<file path="src/rtl/nes_cart_pkg.sv">
// Shared types for NES cartridge bus initiators and the MMC1 serial writer.
package nes_cart_pkg;

    typedef enum logic [1:0] {
        REG_CTRL = 2'd0,
        REG_CHR0 = 2'd1,
        REG_CHR1 = 2'd2,
        REG_PRG  = 2'd3
    } mmc1_reg_e;

    localparam logic [7:0] MMC1_RESET_DATA = 8'h80;

    typedef enum logic [2:0] {
        IDLE,
        RSTW,
        BITW,
        GAP,
        DONE
    } writer_state_e;

endpackage

</file>
<file path="src/rtl/cpu_bus_phase.sv">
// Free-running CPU bus phase counter producing m2 and a strobe on the clock
// whose edge begins the next bus cycle.
module cpu_bus_phase #(
    parameter int CYC_CLKS = 2
) (
    input  logic clk,
    input  logic rst,
    output logic m2,
    output logic cycle_start
);

    localparam int PW = (CYC_CLKS > 2) ? $clog2(CYC_CLKS) : 1;
    localparam logic [PW-1:0] LAST = PW'(CYC_CLKS - 1);
    localparam logic [PW-1:0] HALF = PW'(CYC_CLKS / 2);

    logic [PW-1:0] phase;
    logic [PW-1:0] phase_nxt;

    // High on the last phase: the upcoming edge makes phase 0.
    assign cycle_start = (phase == LAST);
    assign phase_nxt   = cycle_start ? '0 : phase + 1'b1;

    always_ff @(posedge clk) begin
        if (rst) begin
            phase <= '0;
            m2    <= 1'b0;
        end else begin
            phase <= phase_nxt;
            m2    <= (phase_nxt >= HALF);
        end
    end

endmodule

</file>
<file path="src/rtl/mmc1_serial_writer.sv">
// Drives the cart CPU bus to load one MMC1 register through the 5-write
// serial protocol, optionally preceded by a shift-register reset write.
module mmc1_serial_writer
    import nes_cart_pkg::*;
#(
    parameter int CYC_CLKS   = 2,
    parameter int GAP_CYCLES = 1
) (
    input  logic        clk_cpu,
    input  logic        rst,
    input  logic        cmd_valid,
    output logic        cmd_ready,
    input  logic [1:0]  cmd_reg,
    input  logic [4:0]  cmd_data,
    input  logic        cmd_reset,
    output logic        done,
    output logic        busy,
    output logic        m2,
    output logic [14:0] cpu_addr,
    output logic [7:0]  cpu_data_o,
    output logic        cpu_rw,
    output logic        romsel
);

    localparam int GW = (GAP_CYCLES > 1) ? $clog2(GAP_CYCLES) : 1;

    writer_state_e state, state_nxt;
    mmc1_reg_e     reg_q, reg_nxt;
    logic [4:0]    data_q, data_nxt;
    logic [2:0]    idx, idx_nxt;
    logic [GW-1:0] gap_cnt, gap_nxt;
    logic          pending, pending_nxt;
    logic [14:0]   addr_nxt;
    logic [7:0]    dout_nxt;
    logic          rw_nxt, romsel_nxt, done_nxt;
    logic          cycle_start;
    logic          accept;

    cpu_bus_phase #(.CYC_CLKS(CYC_CLKS)) u_phase (
        .clk         (clk_cpu),
        .rst         (rst),
        .m2          (m2),
        .cycle_start (cycle_start)
    );

    assign cmd_ready = (state == IDLE);
    assign busy      = (state != IDLE) && (state != DONE);
    assign accept    = cmd_valid && cmd_ready;

    always_comb begin
        state_nxt   = state;
        reg_nxt     = reg_q;
        data_nxt    = data_q;
        idx_nxt     = idx;
        gap_nxt     = gap_cnt;
        pending_nxt = pending;
        addr_nxt    = cpu_addr;
        dout_nxt    = cpu_data_o;
        rw_nxt      = cpu_rw;
        romsel_nxt  = romsel;
        done_nxt    = 1'b0;
        case (state)
            IDLE: begin
                if (accept) begin
                    reg_nxt     = mmc1_reg_e'(cmd_reg);
                    data_nxt    = cmd_data;
                    idx_nxt     = 3'd0;
                    state_nxt   = cmd_reset ? RSTW : BITW;
                    // Accepted on the last phase: the write owns the very next cycle.
                    pending_nxt = !cycle_start;
                    if (cycle_start) begin
                        addr_nxt   = {cmd_reg, 13'h0};
                        rw_nxt     = 1'b0;
                        romsel_nxt = 1'b0;
                        dout_nxt   = cmd_reset ? MMC1_RESET_DATA : {7'b0, cmd_data[0]};
                    end
                end
            end
            RSTW, BITW: begin
                if (cycle_start) begin
                    if (pending) begin
                        pending_nxt = 1'b0;
                        addr_nxt    = {reg_q, 13'h0};
                        rw_nxt      = 1'b0;
                        romsel_nxt  = 1'b0;
                        dout_nxt    = (state == RSTW) ? MMC1_RESET_DATA : {7'b0, data_q[idx]};
                    end else begin
                        rw_nxt     = 1'b1;
                        romsel_nxt = 1'b1;
                        gap_nxt    = GW'(GAP_CYCLES - 1);
                        if (state == BITW && idx == 3'd4) begin
                            state_nxt = DONE;
                            done_nxt  = 1'b1;
                        end else begin
                            state_nxt = GAP;
                            if (state == BITW)
                                idx_nxt = (idx >= 3'd4) ? 3'd4 : idx + 3'd1;
                        end
                    end
                end
            end
            GAP: begin
                if (cycle_start) begin
                    if (gap_cnt == '0) begin
                        state_nxt  = BITW;
                        addr_nxt   = {reg_q, 13'h0};
                        rw_nxt     = 1'b0;
                        romsel_nxt = 1'b0;
                        dout_nxt   = {7'b0, data_q[idx]};
                    end else begin
                        gap_nxt = gap_cnt - 1'b1;
                    end
                end
            end
            DONE:    state_nxt = IDLE;
            default: state_nxt = IDLE;
        endcase
    end

    always_ff @(posedge clk_cpu) begin
        if (rst) begin
            state      <= IDLE;
            reg_q      <= REG_CTRL;
            data_q     <= '0;
            idx        <= '0;
            gap_cnt    <= '0;
            pending    <= 1'b0;
            cpu_addr   <= '0;
            cpu_data_o <= '0;
            cpu_rw     <= 1'b1;
            romsel     <= 1'b1;
            done       <= 1'b0;
        end else begin
            state      <= state_nxt;
            reg_q      <= reg_nxt;
            data_q     <= data_nxt;
            idx        <= idx_nxt;
            gap_cnt    <= gap_nxt;
            pending    <= pending_nxt;
            cpu_addr   <= addr_nxt;
            cpu_data_o <= dout_nxt;
            cpu_rw     <= rw_nxt;
            romsel     <= romsel_nxt;
            done       <= done_nxt;
        end
    end

endmodule
</file>
<file path="config.mk">
export PLATFORM = sky130hd
export DESIGN_NAME = mmc1_serial_writer
export DESIGN_NICKNAME = d
export VERILOG_FILES = /design/src/rtl/nes_cart_pkg.sv /design/src/rtl/cpu_bus_phase.sv /design/src/rtl/mmc1_serial_writer.sv
export SDC_FILE = /design/constraint.sdc
export NUM_CORES = 1
export LEC_CHECK = 0
export CAP_MARGIN = 20
export CORE_MARGIN = 1
export CORE_UTILIZATION = 30
export CTS_CLUSTER_DIAMETER = 40
export DETAILED_ROUTE_END_ITERATION = 12
export GPL_ROUTABILITY_DRIVEN = 1
export SLEW_MARGIN = 20
export SYNTH_ARGS = -nofsm -noshare
export SYNTH_HDL_FRONTEND = slang
export SYNTH_SLANG_ARGS = --single-unit
</file>
<file path="constraint.sdc">
create_clock -name clk_cpu -period 4.3 [get_ports clk_cpu]
set_input_delay 0.86 -clock clk_cpu [delete_from_list [all_inputs] [get_ports clk_cpu]]
set_output_delay 0.86 -clock clk_cpu [all_outputs]
set_load 0.01 [all_outputs]
</file>
==> reports/summary.txt <==
Worst Hold Slack - 460.3 ps
Hold Buf Count CTS - 0
RSZ-0062 raised after global routing - no
Worst R2R Start - idx[0]$_SDFFE_PP0P_
HP Class - flop to flop
DR vias - 1002
Core area - 0.003744 sq mm
Tcrit/Tclk final - 0.6138
YS warnings - 0
Slew Viols, Final - 0
Dpl hpwl - 1792 microns
Critical path arrival - 1780 ps
CP Launch Point - state[0]$_SDFFE_PP0P_
Final nets - 178
Worst Clk Skew - 2.366 ps
Ant. Diodes - 0
Final Hold Viols - 0
Post-layout min period - 2639 ps
Post-synthesis sequential area ratio - 0.3489
GR Overflow Total - 0
Area delta synth->final - 14.75%
CP endpoint - cmd_ready
CTS tree - done
Clk slew on worst S/H paths - 80 ps
Pleak - 0.0005314 uW
Clk buf depth - 2
Insertion delay to the later sink of the worst-skew pair - 260 ps
Asr flop ratio synth - 0
Antenna-violating nets left - 0
Relative slew margins - 0.4610
Synthesized area per cell - 8.033 sq um
First-pass GRT wire length - 4015 microns
Post-synthesis instance total - 150
First-pass DRT Iterations - 4
Maximum clock frequency - 378.9 MHz
Critical path launch point type - flop
Flops & latches, synth - 21
CTS H-Tree Depth - 1
Number of global-route vias before repair - 920
Max IR drop VDD - 107.0 uV
CP max FO - 16
Wire per inst - 11.59 microns
Worst endpoint required time - 3440 ps
Max Cap Viol - 0
Largest net degree at the start of global routing - 23
IO Port Bufs - 20
Die width - 65.38 microns
PD cells - 341.6 mW/mm^2
Setup TNS - 0 ps
Slowest cell on crit path - clkdlybuf4s50_1
Initial antenna violation count - 0
Fin util - 0.3693
Synth unique cells - 40
Clock sink total - 21
Post-synth EDFFs - 0
Initial Utilization - 0.3219
Std-Cell Rows - 22
CP Cell Sequence - nor3_1 > clkdlybuf4s50_1
Post-Syn Area - 0.001205 sq mm
Vias per Instance - 4.726
Top Ports - 40
Non-filler cells, final - 212
Worst R2R Path Depth - 6
CTS buffer count - 3
Die area - 0.004274 sq mm
Die Y - 65.38 microns
WP buf/inv - 1
Crit-path max cell delay - 620 ps
Placed Cells - 208
CTS resizes - 0
Status - complete, no violations
Critical Path Stages - 2
R2R Path End - idx[0]$_SDFFE_PP0P_
Postcts setup bufs - 0
Worst slew pin tran - 806.0 ps
Top FF cell, synth - dfxtp_1
Share of layout cells above drive strength 1 - 0.05488
Root buffer cell - clkbuf_8
Final wirelength - 2458 microns
Remaining DRCs - 0
All-Layer GR Usage - 0.1231
GPL Wtd Cong - 0.7758
# setup viols final - 0
Top delay family on crit path - buffers and inverters
Worst R2R Setup Slack - 2520 ps
Critical Path End Type - primary output
Critical path class - flop to primary output
DRT iter0 DRCs - 38
[final cells by class]
cell class | count | area (sq um)
clock buffers | 3 | 41.29
clock inverters | 1 | 5.005
fillers | 428 | 2361
inverters | 5 | 18.77
multi-input cells | 114 | 636.9
flip-flops and latches | 21 | 420.4
well taps | 48 | 60.06
repair buffers | 20 | 200.2
[stage by stage]
stage	worst slack [ps]	power, uW	cell area, sq um
final	1661	472.2	1383
after detailed placement	1698	342.7	1336
after global placement	1756	339.1	1336
after CTS	1677	474.8	1383
after global routing	1592	500.6	1383
after floorplan	2486	316.8	1272
[cells in the final DEF (no fill, tap or decap), drive strengths merged, types with 2 or more instances in the layout]
cell type / n
nand2: 23
o21ai: 4
dfxtp: 21
mux2: 2
nor2: 11
nor3: 3
conb: 19
and2: 3
or3b: 3
clkdlybuf4s50: 20
nor2b: 2
nand2b: 4
and2b: 2
clkbuf: 3
a21oi: 15
inv: 5
a311oi: 4
ha: 2
[worst min-delay path: stages (launching register included)]
cell	delay, ps
dfxtp_1	320
nand2_1	50
a21oi_1	50
[metal layers]
layer / up-vias / GRT usage / part of all wire
li1: 500 / - / -
met1: 464 / 0.1448 / 0.44
met2: 34 / 0.2062 / 0.50
met3: 4 / 0.02778 / 0.053
met4: 0 / 0.06522 / 0.011
met5: - / 0 / 0
[sequential cells by signal, indices dropped and copies added (netlist names)]
| name | flops |
|---|---|
| cpu_data_o | 2 |
| done | 1 |
| idx | 3 |
| romsel | 1 |
| reg_q | 2 |
| cpu_addr | 2 |
| data_q | 5 |
| pending | 1 |
| u_phase.cycle_start | 1 |
| state | 3 |
[Yosys cell counts, drive strengths merged (2+ instances only)]
cell type / number / area [sq um]
buf: 27 / 192.7
ha: 2 / 25.02
nand2b: 4 / 25.02
a311oi: 4 / 35.03
nor2b: 2 / 12.51
nand2: 23 / 86.33
mux2: 2 / 22.52
nor3: 3 / 15.01
dfxtp: 21 / 420.4
a21oi: 15 / 75.07
o21ai: 4 / 20.02
or3b: 3 / 26.28
inv: 5 / 18.77
and2b: 2 / 15.01
and2: 3 / 18.77
nor2: 11 / 46.29
[worst min path at each step]
stage	from	cells after the start	end
4_1_cts	data_q[1]$_SDFFE_PP0P_	2	data_q[1]$_SDFFE_PP0P_
6_report	data_q[1]$_SDFFE_PP0P_	2	data_q[1]$_SDFFE_PP0P_
5_1_grt	data_q[3]$_SDFFE_PP0P_	2	data_q[3]$_SDFFE_PP0P_
3_3_place_gp	data_q[3]$_SDFFE_PP0P_	2	data_q[3]$_SDFFE_PP0P_
3_5_place_dp	data_q[1]$_SDFFE_PP0P_	2	data_q[1]$_SDFFE_PP0P_
2_1_floorplan	data_q[3]$_SDFFE_PP0P_	2	data_q[3]$_SDFFE_PP0P_
[power by group]
part	switching, uW	internal [uW]
Combinational	57.5	52.4
Sequential	18.8	209
Clock	69.5	64.6
[cells by family after synthesis]
kind of cell               share of synthesized area
AOI/OAI and AO/OA                             0.1713
xor gates and xnor gates                    0.007270
adders and majority gates                    0.02077
buffers and inverters                         0.1786
DFF                                           0.3489
muxes                                        0.02700
other                                       0.003112
and+or+nand+nor                               0.2430
Note: power is estimated with default switching activity, not from simulation.
